--- src/rtl/mips_pkg.sv ---
// Shared types and defaults for the MEM pipeline stage.
package mips_pkg;

    typedef enum logic {
        IDLE = 1'b0,
        WAIT = 1'b1
    } state_t;

    localparam int unsigned TIMEOUT_CYCLES_DEF = 15;

endpackage

--- src/rtl/mem_stage_if.sv ---
// Data-memory request bus: valid/ready style, req is the valid and ack is the
// ready; a beat completes in any cycle where both are high.
interface mem_stage_if;

    logic        dmem_req;
    logic        dmem_we;
    logic [31:0] dmem_addr;
    logic [31:0] dmem_wdata;
    logic        dmem_ack;
    logic [31:0] dmem_rdata;

    modport master (
        output dmem_req, dmem_we, dmem_addr, dmem_wdata,
        input  dmem_ack, dmem_rdata
    );

    modport slave (
        input  dmem_req, dmem_we, dmem_addr, dmem_wdata,
        output dmem_ack, dmem_rdata
    );

endinterface

--- src/rtl/mem_access_fsm.sv ---
// Data-memory access sequencer: IDLE/WAIT FSM with a wait counter that abandons
// an access after TIMEOUT_CYCLES unacknowledged WAIT cycles.
module mem_access_fsm
    import mips_pkg::*;
#(
    parameter int unsigned TIMEOUT_CYCLES = TIMEOUT_CYCLES_DEF
) (
    input  logic   clk,
    input  logic   rst_n,
    input  logic   memop_i,
    input  logic   misalign_i,
    input  logic   ack_i,
    output logic   req_o,
    output logic   stall_o,
    output logic   accept_o,
    output logic   abort_o,
    output logic   mem_error_o,
    output state_t state_o
);

    localparam int unsigned CNT_W = (TIMEOUT_CYCLES > 1) ? $clog2(TIMEOUT_CYCLES) : 1;
    localparam logic [CNT_W-1:0] CNT_LAST = CNT_W'(TIMEOUT_CYCLES - 1);

    state_t           state_q;
    logic [CNT_W-1:0] cnt_q;
    logic             mem_error_q;
    logic             in_wait;
    logic             timeout;
    logic             illegal;

    assign in_wait  = (state_q == WAIT);
    assign timeout  = in_wait & ~ack_i & (cnt_q == CNT_LAST);
    assign illegal  = ~in_wait & memop_i & misalign_i;

    // Gated by rst_n so no request is visible while reset is held.
    assign req_o    = rst_n & (in_wait | (memop_i & ~misalign_i));
    // Timeout lets the held instruction retire as a bubble, so stall drops.
    assign stall_o  = req_o & ~ack_i & ~timeout;
    assign accept_o = req_o & ack_i;
    assign abort_o  = timeout | illegal;

    assign mem_error_o = mem_error_q;
    assign state_o     = state_q;

    always_ff @(posedge clk or negedge rst_n) begin
        if (!rst_n) begin
            state_q     <= IDLE;
            cnt_q       <= '0;
            mem_error_q <= 1'b0;
        end else begin
            if (abort_o) begin
                mem_error_q <= 1'b1;
            end
            case (state_q)
                IDLE: begin
                    if (req_o && !ack_i) begin
                        state_q <= WAIT;
                        cnt_q   <= '0;
                    end
                end
                WAIT: begin
                    if (ack_i || timeout) begin
                        state_q <= IDLE;
                    end else begin
                        cnt_q <= cnt_q + 1'b1;
                    end
                end
                default: state_q <= IDLE;
            endcase
        end
    end

endmodule

--- src/rtl/mem_stage.sv ---
// MEM pipeline stage: data-memory access, branch/jump redirect and MEM/WB registers.
// Define MEM_ALIGN_CHECK_EN to reject word-unaligned loads/stores.
module mem_stage
    import mips_pkg::*;
#(
    parameter int unsigned TIMEOUT_CYCLES = TIMEOUT_CYCLES_DEF
) (
    input  logic        clk,
    input  logic        rst_n,
    input  logic        in_Jump,
    input  logic        in_Branch,
    input  logic        in_MemRead,
    input  logic        in_MemtoReg,
    input  logic        in_MemWrite,
    input  logic        in_RegWrite,
    input  logic [27:0] in_JumpAddress,
    input  logic [31:0] in_AddFour,
    input  logic [31:0] in_Adder,
    input  logic [31:0] in_ALU,
    input  logic [31:0] in_ReadData2,
    input  logic        in_Zero,
    input  logic [4:0]  in_WriteRegister,
    mem_stage_if.master dmem,
    output logic        stall,
    output logic        pc_redirect,
    output logic [31:0] pc_target,
    output logic        out_RegWrite,
    output logic        out_MemtoReg,
    output logic [31:0] out_ReadData,
    output logic [31:0] out_ALU,
    output logic [4:0]  out_WriteRegister,
    output logic        mem_error,
    output state_t      dbg_state
);

    logic memop;
    logic misalign;
    logic req;
    logic accept;
    logic abort;
    logic unused_addfour;

    assign memop = in_MemRead | in_MemWrite;

`ifdef MEM_ALIGN_CHECK_EN
    assign misalign = (in_ALU[1:0] != 2'b00);
`else
    assign misalign = 1'b0;
`endif

    mem_access_fsm #(
        .TIMEOUT_CYCLES(TIMEOUT_CYCLES)
    ) u_fsm (
        .clk         (clk),
        .rst_n       (rst_n),
        .memop_i     (memop),
        .misalign_i  (misalign),
        .ack_i       (dmem.dmem_ack),
        .req_o       (req),
        .stall_o     (stall),
        .accept_o    (accept),
        .abort_o     (abort),
        .mem_error_o (mem_error),
        .state_o     (dbg_state)
    );

    assign dmem.dmem_req   = req;
    assign dmem.dmem_we    = in_MemWrite;
    assign dmem.dmem_addr  = in_ALU;
    assign dmem.dmem_wdata = in_ReadData2;

    assign pc_redirect = rst_n & ((in_Branch & in_Zero) | in_Jump) & ~stall;
    assign pc_target   = in_Jump ? {in_AddFour[31:28], in_JumpAddress} : in_Adder;

    assign unused_addfour = ^in_AddFour[27:0];

    // An aborted access still retires, but as a bubble that writes nothing.
    always_ff @(posedge clk or negedge rst_n) begin
        if (!rst_n) begin
            out_RegWrite      <= 1'b0;
            out_MemtoReg      <= 1'b0;
            out_ReadData      <= '0;
            out_ALU           <= '0;
            out_WriteRegister <= '0;
        end else if (!stall) begin
            out_RegWrite      <= in_RegWrite & ~abort;
            out_MemtoReg      <= in_MemtoReg & ~abort;
            out_ALU           <= in_ALU;
            out_WriteRegister <= in_WriteRegister;
            if (accept) begin
                out_ReadData <= dmem.dmem_rdata;
            end
        end else begin
            out_RegWrite <= 1'b0;
            out_MemtoReg <= 1'b0;
        end
    end

endmodule

--- src/flat_wrapper.sv ---
// flat-port wrapper written by rule: the top's interface ports become plain ports
module mem_stage_flat import mips_pkg::*;
#(
    parameter int unsigned TIMEOUT_CYCLES = TIMEOUT_CYCLES_DEF
)
  (clk, rst_n, in_Jump, in_Branch, in_MemRead, in_MemtoReg, in_MemWrite, in_RegWrite, in_JumpAddress, in_AddFour, in_Adder, in_ALU, in_ReadData2, in_Zero, in_WriteRegister, stall, pc_redirect, pc_target, out_RegWrite, out_MemtoReg, out_ReadData, out_ALU, out_WriteRegister, mem_error, dbg_state, dmem_dmem_req, dmem_dmem_we, dmem_dmem_addr, dmem_dmem_wdata, dmem_dmem_ack, dmem_dmem_rdata);
  mem_stage_if dmem_i ();
  input  logic clk;
  input  logic rst_n;
  input  logic in_Jump;
  input  logic in_Branch;
  input  logic in_MemRead;
  input  logic in_MemtoReg;
  input  logic in_MemWrite;
  input  logic in_RegWrite;
  input  logic [27:0] in_JumpAddress;
  input  logic [31:0] in_AddFour;
  input  logic [31:0] in_Adder;
  input  logic [31:0] in_ALU;
  input  logic [31:0] in_ReadData2;
  input  logic in_Zero;
  input  logic [4:0] in_WriteRegister;
  output logic stall;
  output logic pc_redirect;
  output logic [31:0] pc_target;
  output logic out_RegWrite;
  output logic out_MemtoReg;
  output logic [31:0] out_ReadData;
  output logic [31:0] out_ALU;
  output logic [4:0] out_WriteRegister;
  output logic mem_error;
  output state_t dbg_state;
  output wire logic [$bits(dmem_i.dmem_req)-1:0] dmem_dmem_req;
  output wire logic [$bits(dmem_i.dmem_we)-1:0] dmem_dmem_we;
  output wire logic [$bits(dmem_i.dmem_addr)-1:0] dmem_dmem_addr;
  output wire logic [$bits(dmem_i.dmem_wdata)-1:0] dmem_dmem_wdata;
  input wire logic [$bits(dmem_i.dmem_ack)-1:0] dmem_dmem_ack;
  input wire logic [$bits(dmem_i.dmem_rdata)-1:0] dmem_dmem_rdata;
  assign dmem_dmem_req = dmem_i.dmem_req;
  assign dmem_dmem_we = dmem_i.dmem_we;
  assign dmem_dmem_addr = dmem_i.dmem_addr;
  assign dmem_dmem_wdata = dmem_i.dmem_wdata;
  assign dmem_i.dmem_ack = dmem_dmem_ack;
  assign dmem_i.dmem_rdata = dmem_dmem_rdata;
  mem_stage #(.TIMEOUT_CYCLES(TIMEOUT_CYCLES)) u_core (.clk(clk), .rst_n(rst_n), .in_Jump(in_Jump), .in_Branch(in_Branch), .in_MemRead(in_MemRead), .in_MemtoReg(in_MemtoReg), .in_MemWrite(in_MemWrite), .in_RegWrite(in_RegWrite), .in_JumpAddress(in_JumpAddress), .in_AddFour(in_AddFour), .in_Adder(in_Adder), .in_ALU(in_ALU), .in_ReadData2(in_ReadData2), .in_Zero(in_Zero), .in_WriteRegister(in_WriteRegister), .dmem(dmem_i), .stall(stall), .pc_redirect(pc_redirect), .pc_target(pc_target), .out_RegWrite(out_RegWrite), .out_MemtoReg(out_MemtoReg), .out_ReadData(out_ReadData), .out_ALU(out_ALU), .out_WriteRegister(out_WriteRegister), .mem_error(mem_error), .dbg_state(dbg_state));
endmodule
--- config.mk ---
export PLATFORM = sky130hd
export DESIGN_NAME = mem_stage_flat
export DESIGN_NICKNAME = d
export VERILOG_FILES = /design/src/rtl/mips_pkg.sv /design/src/rtl/mem_stage_if.sv /design/src/rtl/mem_access_fsm.sv /design/src/rtl/mem_stage.sv /design/src/flat_wrapper.sv
export SDC_FILE = /design/constraint.sdc
export NUM_CORES = 1
export LEC_CHECK = 0
export ABC_AREA = 1
export BUFFER_PORTS_ARGS = -buffer_cell sky130_fd_sc_hd__buf_2
export CAP_MARGIN = 30
export CORE_AREA = 2 2 147 149
export CTS_CLUSTER_DIAMETER = 60
export CTS_CLUSTER_SIZE = 24
export DETAILED_ROUTE_END_ITERATION = 16
export DIE_AREA = 0 0 149 151
export GPL_TIMING_DRIVEN = 1
export SYNTH_ARGS = -nofsm -noshare
export SYNTH_HDL_FRONTEND = slang
export SYNTH_SLANG_ARGS = --single-unit
--- constraint.sdc ---
create_clock -name clk -period 1.7 [get_ports clk]
set_input_delay 0.34 -clock clk [delete_from_list [all_inputs] [get_ports clk]]
set_output_delay 0.34 -clock clk [all_outputs]
set_load 0.01 [all_outputs]
==> metrics <==
gpl congestion=0.7538; Synth Area in XOR/XNOR=0; antenna violations before repair=0; number of port buffers=283; Post-Syn Nets=778; DRC violations left=0; Mapped Cells=573; top cells by count, synth=nand2_1, dfrtp_1, buf_4; CP cell instances=inv_1, ha_2, nand3_4, nor2_4, nor2_4, nor2_1, buf_2; Reg power frac=0.413; largest net degree at the start of global routing=69; Hold WS=0.03919 ns; Compound-Gate Fraction of Synth Area=0.1077; endpoints failing setup=2; Net Switching=1.580 mW; Net Sw Frac=0.3026; worst setup path endpoint=pc_redirect; Distinct cells, synth=21; PD cells=860.4 nW/µm²; internal power=3.641 mW; Die Area=22500 µm²; Async SR Flop Fraction=1.000; CTS tree=done; FMAX=559.6 MHz; period utilization=1.051; Setup Skew=0.006018 ns; adder-cell area share of the yosys netlist=0.005651; placed cell areas=5733 µm²; Power Total=5.221 mW; Avg Synthesized Cell Area=7.728 µm²; Hold Violations, Final=0; CP Depth=7; Post-Synth Simple-Gate Area=0.2543; slowest CP cell=dfrtp_1; Reg2Reg Depth=7; worst skew pair latency=0.33 ns; Layout Utilization=0.2914; area leader, netlist=dfrtp_1; H-tree Lvls=3; Clock power frac=0.334; vias after detailed routing=4456; yosys warns=0; Reg-to-Reg End=u_core.out_ALU[7]; crit path DAT=1.45 ns; post-synth design cell area=4428 µm²; crit path max fanout=3; Synth-to-Final Area Change=37.04%; Post-synth EDFFs=0; combinational group share of total power=0.252; I/O Pins=376; Initial DRC Count=158; multiplexer share of the synthesized area=0; CP bufs+invs=2; first drt pass iteration count=4; Leak Pwr=3.514 nW; clock tree root driver cell=clkbuf_16; Initial Utilization=0.2127; startpoint types=flip-flop; GRT Overall Usage=0.1256; post-route ant nets=0; std cell rows=53; final net count=999; CP endpoint kind=output pin; worst hold path class=primary input to asynchronous set/reset pin; WP data required=1.36 ns; share of layout cells above drive strength 1=0.4211; Yosys top cell area share=0.4352; Rel. slew slack=0.7355; most common cell in the netlist=nand2_1; final std cells w/o fill=1073; WL/cell=13.58 µm; antenna diode count=0; Peak supply drop=0.3532 mV; crit path kind=flip-flop to output pin; final worst slack=-0.08692 ns; Critical Path Max Stage Delay=0.37 ns; dpl cells=1053; ys flop type=dfrtp_1; first-pass GRT wire length=21940 µm; vias in the first global route=4157; RSZ-0062 raised after global routing=yes; Via-to-Cell Ratio=4.153; Final Critical Period=1.787 ns; CTS Buf Count=9; Worst-path clk slew=0.06 ns; post-synthesis register bit count=77; reg2reg start=u_core.u_fsm.state_o; sequential fraction of the synthesis area=0.4352; Setup crit start=u_core.u_fsm.cnt_q[0]; most frequent CP cell=nor2_4; Die W=149 µm; reg-to-reg slack, setup=0.15 ns; grt ovf=0; total wire length=14580 µm; Core Footprint=20820 µm²; largest cells by area after synthesis=dfrtp_1, nand2_1, buf_4; Max Cap Violations=0; combinational family with the most area after synthesis=simple AND/OR/NAND/NOR gates; status=complete, but fails checks; family with the most delay on the worst path=simple AND/OR/NAND/NOR gates; failing checks=setup timing; HPWL after DPL=10890 µm; Slew Limit Fails=0; Die Span Y=151 µm; Clock Sinks=77; Clock Tree Buf Depth=2; worst slew pin tran=0.3968 ns; Design Area, Final=6068 µm²
layout by cell type (no fill, tap or decap):
cell type,synthesis,routed
a21oi_1,1,1
a21oi_4,0,1
buf_12,0,4
buf_2,14,282
buf_4,71,24
clkbuf_1,10,3
clkbuf_16,0,9
clkbuf_8,0,1
clkinv_2,0,2
dfrtp_1,77,77
dlygate4sd3_1,0,1
ha_1,2,1
ha_2,0,1
inv_1,44,44
inv_2,4,4
nand2_1,213,212
nand2_2,1,2
nand3_1,7,5
nand3_4,0,2
nand4_1,38,38
nor2_1,6,6
nor2_2,3,1
nor2_4,0,2
o21ai_0,19,18
o21ai_1,18,19
o21bai_1,37,37
or2_2,1,1
metrics by stage:
| stage | setup slack, ns | setup TNS, ns |
|---|---|---|
| after global placement | -0.02100 | -0.02100 |
| after floorplan | 0.1096 | 0 |
| after global routing | -0.1778 | -0.2720 |
| after CTS | -0.1521 | -0.2262 |
| final | -0.08692 | -0.1009 |
| after detailed placement | -0.01935 | -0.01935 |
power groups by stage:
| stage | Clock (mW) | Combinational [mW] | Sequential [mW] |
|---|---|---|---|
| after floorplan | 0 | 0.609 | 2.30 |
| after global placement | 0 | 1.30 | 2.18 |
| after detailed placement | 0 | 1.31 | 2.19 |
| after CTS | 1.83 | 1.34 | 2.16 |
| after global routing | 1.90 | 1.47 | 2.19 |
| final | 1.75 | 1.32 | 2.16 |
sequential cells by signal, summed over array words and instances, names as in the netlist:
name and flops:
u_core.out_RegWrite 1, u_core.out_WriteRegister 5, u_core.out_ReadData 32, u_core.u_fsm.mem_error_o 1
u_core.out_MemtoReg 1, u_core.out_ALU 32, u_core.u_fsm.state_o 1, u_core.u_fsm.cnt_q 4
timing repair:
action | 4_1_cts | 5_1_grt
gates cloned | 0 | 0
pin swaps | 3 | 2
buffers inserted | 4 | 0
gates resized for setup | 4 | 4
hold buffers | 1 | 0
endpoints found under the hold margin | 2 | 0
endpoints found under the setup margin | 3 | 2
final cells by class:
cell class                      count  area [µm²]
Sequential cell                    77        1927
Clock inverter                      2       10.01
Tap cell                          275       344.1
Fill cell                        2291       14750
Timing Repair Buffer              311        1682
Multi-Input combinational cell    347        1675
Clock buffer                       13       250.2
Inverter                           48       180.2
worst reg2reg max path, stage by stage, from the launching register on:
cell     delay (ns)
dfrtp_1        0.41
inv_2          0.06
buf_4          0.15
a21oi_4        0.19
buf_4          0.18
buf_4          0.28
nand4_1        0.13
nand2_1        0.09
how the worst min path moves through the flow:
| stage | start | endpoint | slack, ns |
|---|---|---|---|
| 2_1_floorplan | rst_n | u_core.out_ALU[0] | 0.04 |
| 3_3_place_gp | rst_n | u_core.out_ReadData[24] | 0.37 |
| 3_5_place_dp | rst_n | u_core.out_ReadData[24] | 0.36 |
| 4_1_cts | rst_n | u_core.u_fsm.cnt_q[1] | 0.01 |
| 5_1_grt | rst_n | u_core.u_fsm.cnt_q[1] | 0.03 |
| 6_report | rst_n | u_core.u_fsm.cnt_q[1] | 0.04 |
cells by family (layout without fill, tap and decap cells):
kind of cell / count (synthesis) / count (layout)
compound gates: 76 / 76
fa+ha+maj: 2 / 2
buf+inv: 149 / 374
flops: 77 / 77
simple gates: 269 / 269
metal layers:
| layer | part of all wire | up-vias | GRT usage |
|---|---|---|---|
| met5 | 0 | - | 0 |
| met4 | 0.014 | 0 | 0.03905 |
| met3 | 0.061 | 15 | 0.02952 |
| met2 | 0.52 | 201 | 0.2295 |
| met1 | 0.41 | 2051 | 0.1452 |
| li1 | - | 2189 | - |
No activity file was read; power rests on OpenSTA's default activity.
